### src/rtl/dm_arbiter_pkg.sv
// Shared definitions for the two-port data-memory arbiter: FSM encoding,
// port indices and a small one-hot helper.
package dm_arbiter_pkg;

    typedef enum logic [1:0] {
        IDLE   = 2'd0,
        ACCESS = 2'd1,
        WAIT   = 2'd2,
        DONE   = 2'd3
    } dm_state_t;

    localparam logic PORT0 = 1'b0;
    localparam logic PORT1 = 1'b1;

    // Completion pulse vector for a given port index, bit p set.
    function automatic logic [1:0] port_onehot(input logic p);
        return (p == PORT1) ? 2'b10 : 2'b01;
    endfunction

endpackage

### src/rtl/dm_arbiter_arb_rr2.sv
// Two-requester grant selection: round-robin against the previous winner,
// or fixed priority to port 0 when rr is low.
module arb_rr2
    import dm_arbiter_pkg::*;
(
    input  logic [1:0] req,
    input  logic       last,
    input  logic       rr,
    output logic       grant,
    output logic       valid
);

    always_comb begin
        valid = |req;
        grant = PORT0;
        if (req == 2'b11) begin
            grant = rr ? ~last : PORT0;
        end else if (req[1]) begin
            grant = PORT1;
        end
    end

endmodule

### src/rtl/dm_arbiter.sv
// Two-port arbiter in front of a single data memory with RD_LAT-cycle read
// latency; one transaction in flight, all outputs registered except o_BUSY.
module dm_arbiter
    import dm_arbiter_pkg::*;
#(
    parameter int RD_LAT = 1,
    parameter int RR     = 1
) (
    input  logic        inclk,
    input  logic        rstn,
    input  logic        i_REQ0,
    input  logic        i_W0,
    input  logic [31:0] i_ADDR0,
    input  logic [31:0] i_WDATA0,
    input  logic        i_REQ1,
    input  logic        i_W1,
    input  logic [31:0] i_ADDR1,
    input  logic [31:0] i_WDATA1,
    output logic        o_ACK0,
    output logic [31:0] o_RDATA0,
    output logic        o_ACK1,
    output logic [31:0] o_RDATA1,
    output logic        DM_CS,
    output logic        DM_R,
    output logic        DM_W,
    output logic [31:0] o_DM_addr,
    output logic [31:0] o_DM_wdata,
    input  logic [31:0] i_DM_rdata,
    output logic        o_BUSY
);

    // Counter is loaded with RD_LAT-1 so WAIT spans exactly RD_LAT cycles.
    localparam logic [1:0] WAIT_LOAD = 2'(RD_LAT - 1);

    dm_state_t   state_reg;
    logic        last_reg;
    logic        port_reg;
    logic        w_reg;
    logic        cs_reg;
    logic        rd_reg;
    logic        wr_reg;
    logic [1:0]  cnt_reg;
    logic [1:0]  ack_reg;
    logic [31:0] addr_reg;
    logic [31:0] wdata_reg;
    logic [31:0] rdata0_reg;
    logic [31:0] rdata1_reg;

    logic        grant_idx;
    logic        grant_valid;
    logic        sel_w;
    logic [31:0] sel_addr;
    logic [31:0] sel_wdata;

    arb_rr2 u_arb (
        .req   ({i_REQ1, i_REQ0}),
        .last  (last_reg),
        .rr    (RR != 0),
        .grant (grant_idx),
        .valid (grant_valid)
    );

    always_comb begin
        sel_w     = i_W0;
        sel_addr  = i_ADDR0;
        sel_wdata = i_WDATA0;
        if (grant_idx == PORT1) begin
            sel_w     = i_W1;
            sel_addr  = i_ADDR1;
            sel_wdata = i_WDATA1;
        end
    end

    always_ff @(posedge inclk) begin
        if (!rstn) begin
            state_reg  <= IDLE;
            last_reg   <= PORT1;
            port_reg   <= PORT0;
            w_reg      <= 1'b0;
            cs_reg     <= 1'b0;
            rd_reg     <= 1'b0;
            wr_reg     <= 1'b0;
            cnt_reg    <= 2'd0;
            ack_reg    <= 2'b00;
            addr_reg   <= '0;
            wdata_reg  <= '0;
            rdata0_reg <= '0;
            rdata1_reg <= '0;
        end else begin
            // Strobes and ACKs are single-cycle; re-asserted only on entry.
            cs_reg  <= 1'b0;
            rd_reg  <= 1'b0;
            wr_reg  <= 1'b0;
            ack_reg <= 2'b00;
            case (state_reg)
                IDLE: begin
                    if (grant_valid) begin
                        port_reg  <= grant_idx;
                        last_reg  <= grant_idx;
                        w_reg     <= sel_w;
                        addr_reg  <= sel_addr;
                        wdata_reg <= sel_wdata;
                        cs_reg    <= 1'b1;
                        rd_reg    <= ~sel_w;
                        wr_reg    <= sel_w;
                        state_reg <= ACCESS;
                    end
                end
                ACCESS: begin
                    if (w_reg) begin
                        ack_reg   <= port_onehot(port_reg);
                        state_reg <= DONE;
                    end else begin
                        cnt_reg   <= WAIT_LOAD;
                        state_reg <= WAIT;
                    end
                end
                WAIT: begin
                    if (cnt_reg == 2'd0) begin
                        if (port_reg == PORT1) begin
                            rdata1_reg <= i_DM_rdata;
                        end else begin
                            rdata0_reg <= i_DM_rdata;
                        end
                        ack_reg   <= port_onehot(port_reg);
                        state_reg <= DONE;
                    end else begin
                        cnt_reg <= cnt_reg - 2'd1;
                    end
                end
                DONE: begin
                    state_reg <= IDLE;
                end
                default: begin
                    state_reg <= IDLE;
                end
            endcase
        end
    end

    assign o_ACK0     = ack_reg[0];
    assign o_ACK1     = ack_reg[1];
    assign o_RDATA0   = rdata0_reg;
    assign o_RDATA1   = rdata1_reg;
    assign DM_CS      = cs_reg;
    assign DM_R       = rd_reg;
    assign DM_W       = wr_reg;
    assign o_DM_addr  = addr_reg;
    assign o_DM_wdata = wdata_reg;
    assign o_BUSY     = (state_reg != IDLE);

endmodule

### config.mk
export PLATFORM = sky130hd
export DESIGN_NAME = dm_arbiter
export DESIGN_NICKNAME = d
export VERILOG_FILES = /design/src/rtl/dm_arbiter_pkg.sv /design/src/rtl/dm_arbiter_arb_rr2.sv /design/src/rtl/dm_arbiter.sv
export SDC_FILE = /design/constraint.sdc
export NUM_CORES = 1
export LEC_CHECK = 0
export ABC_AREA = 1
export CAP_MARGIN = 20
export CORE_ASPECT_RATIO = 0.75
export CORE_UTILIZATION = 40
export DETAILED_ROUTE_END_ITERATION = 6
export PLACE_DENSITY_LB_ADDON = 0.3
export SETUP_SLACK_MARGIN = 0.02
export SLEW_MARGIN = 40
export SYNTH_ARGS = -nofsm -noshare
export SYNTH_HDL_FRONTEND = slang
export SYNTH_SLANG_ARGS = --single-unit
### constraint.sdc
create_clock -name inclk -period 1.6 [get_ports inclk]
set_input_delay 0.16 -clock inclk [delete_from_list [all_inputs] [get_ports inclk]]
set_output_delay 0.16 -clock inclk [all_outputs]
set_load 0.01 [all_outputs]
### Word level (Yosys, flattened, before mapping)

Cells that the tools add are included.

* shift operators: 0
* equal/unequal tests: 8
* bitwise operators: 3
* divide/modulo/power cells: 0
* reduce and logical (&&, ||, !) cells: 12
* add/sub/neg operators: 1
* multiplexer cells: 17
* multipliers: 0
* $lt $le $gt $ge: 0

Operators by type and width (number)
* $mux W32: 2
* $mux W2: 7
* $reduce_and A3 Y1: 4
* $ne A2 B2 Y1 const B: 4
* $pmux W2 S2: 2
* $pmux W2 S4: 1
* $eq A2 B2 Y1 const B: 3
* $reduce_and A2 Y1: 3
* $mux W1: 5
* $logic_not A2 Y1: 2
* $reduce_bool A2 Y1: 2
* $not A1 Y1: 3
* $eq A2 B1 Y1 const B: 1
* $reduce_or A2 Y1: 1
* $sub A2 B1 Y2 const B: 1

* memories: 0
* bits in latches: 0
* bits in writable memories: 0
* logic and storage cells: 54
* register bits: 140
* bits in read-only memories: 0

### Logic depth before layout (Yosys ltp)

* word-level depth: 4
* gate-level depth with buffers: 9
* mapped depth without buffers: 8

### Modules after synthesis

A second synthesis with hierarchy kept.

* cells, all modules: 784
* area total of the unflattened synthesis: 5743.0 um2

By module, submodules not included
* dm_arbiter: cells an instance 776, sequential area each 2802.7 um2, area each 5703.0 um2, instances 1
* arb_rr2: cells an instance 8, sequential area each 0.0 um2, area each 40.0 um2, instances 1

### Least setup slack after synthesis

No wires, ideal clock.

* path kind: reg-to-reg
* start point: register state_reg[0]
* end point: register rdata1_reg[10], in the netlist o_RDATA1[10]
* stages on the path, launching flop included: 9
* arrival: 1.314 ns
* setup slack: 0.216 ns
* required time: 1.530 ns
* library setup time: 0.070 ns
* path through: dfxtp_1 inv_1 ha_1 nand2_1 inv_1 nand2_1 buf_2 nand2_1 a21oi_1

* longest elaborated chain between the ends: 2

Ends and longest elaborated chain
* from (decl): RTL line dm_arbiter.sv:35 `dm_state_t state_reg;`
* from (signal assigned): RTL line dm_arbiter.sv:76 `state_reg <= IDLE;`
* from (signal assigned): RTL line dm_arbiter.sv:106 `state_reg <= ACCESS;`
* from (signal assigned): RTL line dm_arbiter.sv:112 `state_reg <= DONE;`
* $eq A2 B2 Y1: RTL line dm_arbiter.sv:95 `case (state_reg)`
* $reduce_and A3 Y1 (no line)
* to (signal assigned): RTL line dm_arbiter.sv:121 `rdata1_reg <= i_DM_rdata;`
* to (decl): RTL line dm_arbiter.sv:47 `logic [31:0] rdata1_reg;`

Every way passes these cells.
A chain may end at the register's enable or synchronous reset.

### Worst setup path after layout

* start point: register rdata1_reg[26], in the netlist o_RDATA1[26]
* end point: output port o_RDATA1[26]

RTL lines
* to (decl): RTL line dm_arbiter.sv:22 `output logic [31:0] o_RDATA1,`

No word-level cell between the ends.

==> impl_results.md <==
- Via count: 6133
- Pint: 0.00923 W
- Combinational power share: around 38%
- Post-Route WL: roughly 18000 µm
- Leak: about 4.3 nW
- Number of distinct library cells after synthesis: 21
- Net Sw Power: 0.00455 W
- Synth Net Count: 1005
- Largest family of logic cells by synthesized area: simple AND/OR/NAND/NOR gates
- Total grt overflow: 0
- Core Region: 0.0145 mm²
- Rows: 38
- CTS Buffer Depth: 2
- Max-Cap Viols: 0
- Final setup viols: 0
- First-pass GRT wire length: 28500 µm
- CP Cell Sequence: clkdlybuf4s50_1
- DR iter-0 viols: around 270
- Share of layout cells above drive strength 1: 8.07%
- Synth Area in Adders: 0.843%
- Hold crit path type: primary input to flip-flop
- Post-synthesis simple-gate area fraction: 35.6%
- Die X-Extent: 143 µm
- Sw Ratio: approximately 33%
- Flop pwr share: 34.7%
- Synth-to-layout area growth: 66.6%
- Final Max Slew Viols: 0
- Mapped Area: 0.00593 mm²
- Final core utilization: roughly two thirds
- Port-buffer cells: 299
- Die H: 107 µm
- Detail Placement HPWL: 13100 µm
- Post-synthesis xor/xnor area fraction: 0%
- Clock share of power: 27.8%
- Drt drc: 0
- PwrDens: around 1400 mW/mm²
- Critical Path Sink Type: output port
- Critical Path Max Stage Delay: 580 ps
- CTS root buffer: clkbuf_16
- Worst-Margin Slew: 398 ps
- Synth Instances: about 840
- Register area share after synthesis: between 40% and 50%
- CTS tree: done
- Post-route cell area: 0.00989 mm²
- 1st-pass router iterations: 4
- Routability cong.: ~0.81
- DRT antenna net count: 0
- Top cells by area, synth: dfxtp_1 47%, nand2_1 15%, nand3_1 8.3%, inv_1 5.0%, nor2_1 4.6%
- CP bufs+invs: 1
- Critical path class: flip-flop to output port
- CTS clk-pin slew, worst paths: 60 ps
- RSZ-0062 raised after global routing: false
- Peak supply drop: 898 µV
- H-tree Lvls: 4
- Die area: 0.0153 mm²
- Mux contribution to synthesized area: 0%
- Req. time, crit path: between 1000 and 1500 ps
- Antenna Cells: 0
- Maximum clock frequency: 669 MHz
- Commonest non-fill, non-tap cell in the layout: clkdlybuf4s50_1
- Initial antenna violation count: 0
- Critical Path AT: 1340 ps
- Commonest non-fill, non-tap cells in the layout: 298 x clkdlybuf4s50_1, 241 x nand2_1, 139 x dfxtp_1
- Post-synthesis compound-gate area fraction: 6.47%
- Placed cell area: between 0.009 and 0.01 mm²
- Total Nets Final: 1297
- Top delay family on crit path: buffers and inverters
- Crit-path max FO: 2
- Clk sinks: 140
- Seq cells post-synth: 140
- Warning count from the yosys run: 0
- Yosys top cell area share: between 40 and 50%
- Largest net degree at the start of global routing: 45
- Crit start category: flip-flop
- Worst-Skew Late Latency: ~410 ps
- Vias in the first global route: around 5800
- Clock Skews: 14.8 ps
- Slew HR: 73.5%
- Fin crit share: ~93%
- Post-DR wirelength/cell: ~14 µm
- Setup TNS: 0 ps
- Status: finished clean
- Yosys top cell by area: dfxtp_1
- Syn Area/Cell: 7.11 µm²
- Worst-path cell with the longest stage delay: clkdlybuf4s50_1
- Reg2Reg Setup Slack: 120 ps
- Vias per cell: around 4.6
- Initial Util: roughly two fifths
- Number of CTS-inserted buffers: 17
- I/O pin total: 300
- Final Hold Fails: 0
- Final worst path period need: 1500 ps
- # hold bufs at CTS: 0
- GRT Total Usage: about a quarter
[synth_stat cells]
library cell	number
nand2_1	244
dfxtp_1	140
nand3_1	99
inv_1	79
nor2_1	72
or2_0	40
a21oi_1	37
buf_2	24
o21ai_0	24
or2_2	23
clkbuf_1	15
o21ai_1	14
buf_4	8
buf_6	4
ha_1	4
inv_2	2
nand4_1	2
and2_1	1
nor2_2	1
nor2_4	1
o21ai_2	1
[worst reg2reg max path, cell delays in order (launching register included)]
cell,delay [ps]
dfxtp_1,310
inv_1,130
ha_1,220
nand2_2,100
inv_1,140
nand2_2,130
clkbuf_16,210
nand2_1,60
a21oi_1,60
[cell type report]
type / instances / area [µm²]
clock buffers: 17 / 425
repair buffers: 324 / 3360
clock inverters: 15 / 151
well taps: 200 / 250
inverters: 81 / 304
multi-input cells: 563 / 2590
flip-flops and latches: 140 / 2800
fillers: 1222 / 4570
[repair_timing]
item                                    in CTS  in global routing
buffers inserted                             0                  1
endpoints found under the setup margin      21                 82
resized for setup                            4                  7
pin swaps                                    0                  1
cloned                                       0                  2
[per-layer routing]
metal  wire, µm  GRT usage, %
met3       1530          7.96
met2       9000          42.5
met4        266          6.37
met5          0             0
met1       7610          26.5
[power groups by stage]
| stage | clock (W) | combinational [W] | sequential (W) |
|---|---|---|---|
| after global routing | 0.00408 | 0.00563 | 0.00488 |
| after detailed placement | 0 | 0.00503 | 0.00483 |
| final | 0.00382 | 0.00518 | 0.00478 |
| after CTS | 0.00391 | 0.00505 | 0.00477 |
| after global placement | 0 | 0.00496 | 0.00481 |
| after floorplan | 0 | 0.00187 | 0.00519 |
[stage by stage]
step | std cells | setup slack, ps | power [W] | hold WS [ps]
2_1_floorplan | 835 | 216 | 0.00706 | 295
3_5_place_dp | 1305 | -98.8 | 0.00986 | 439
6_report | 1340 | 104 | 0.0138 | 364
4_1_cts | 1337 | 24.4 | 0.0137 | 346
3_3_place_gp | 1305 | -55.0 | 0.00977 | 436
5_1_grt | 1340 | 8.36 | 0.0146 | 363
[worst paths after layout]
kind / from / endpoint / cells past startpoint
setup / recovery: o_RDATA1[26] / o_RDATA1[26] / 1
hold / removal: i_DM_rdata[25] / o_RDATA1[25] / 3
hold reg to reg: o_DM_wdata[3] / o_DM_wdata[3] / 2
setup reg to reg: state_reg[0] / o_RDATA1[17] / 8
[cells by family (layout without fill, tap and decap cells)]
| kind of cell | count (synthesis) | count (layout) |
|---|---|---|
| buffers and inverters | 132 | 437 |
| adder cells (fa/ha/maj) | 4 | 4 |
| flip-flops | 140 | 140 |
| AND/OR/NAND/NOR | 483 | 483 |
| AO/OA/AOI/OAI | 76 | 76 |
(Power assumes the default switching activity.)
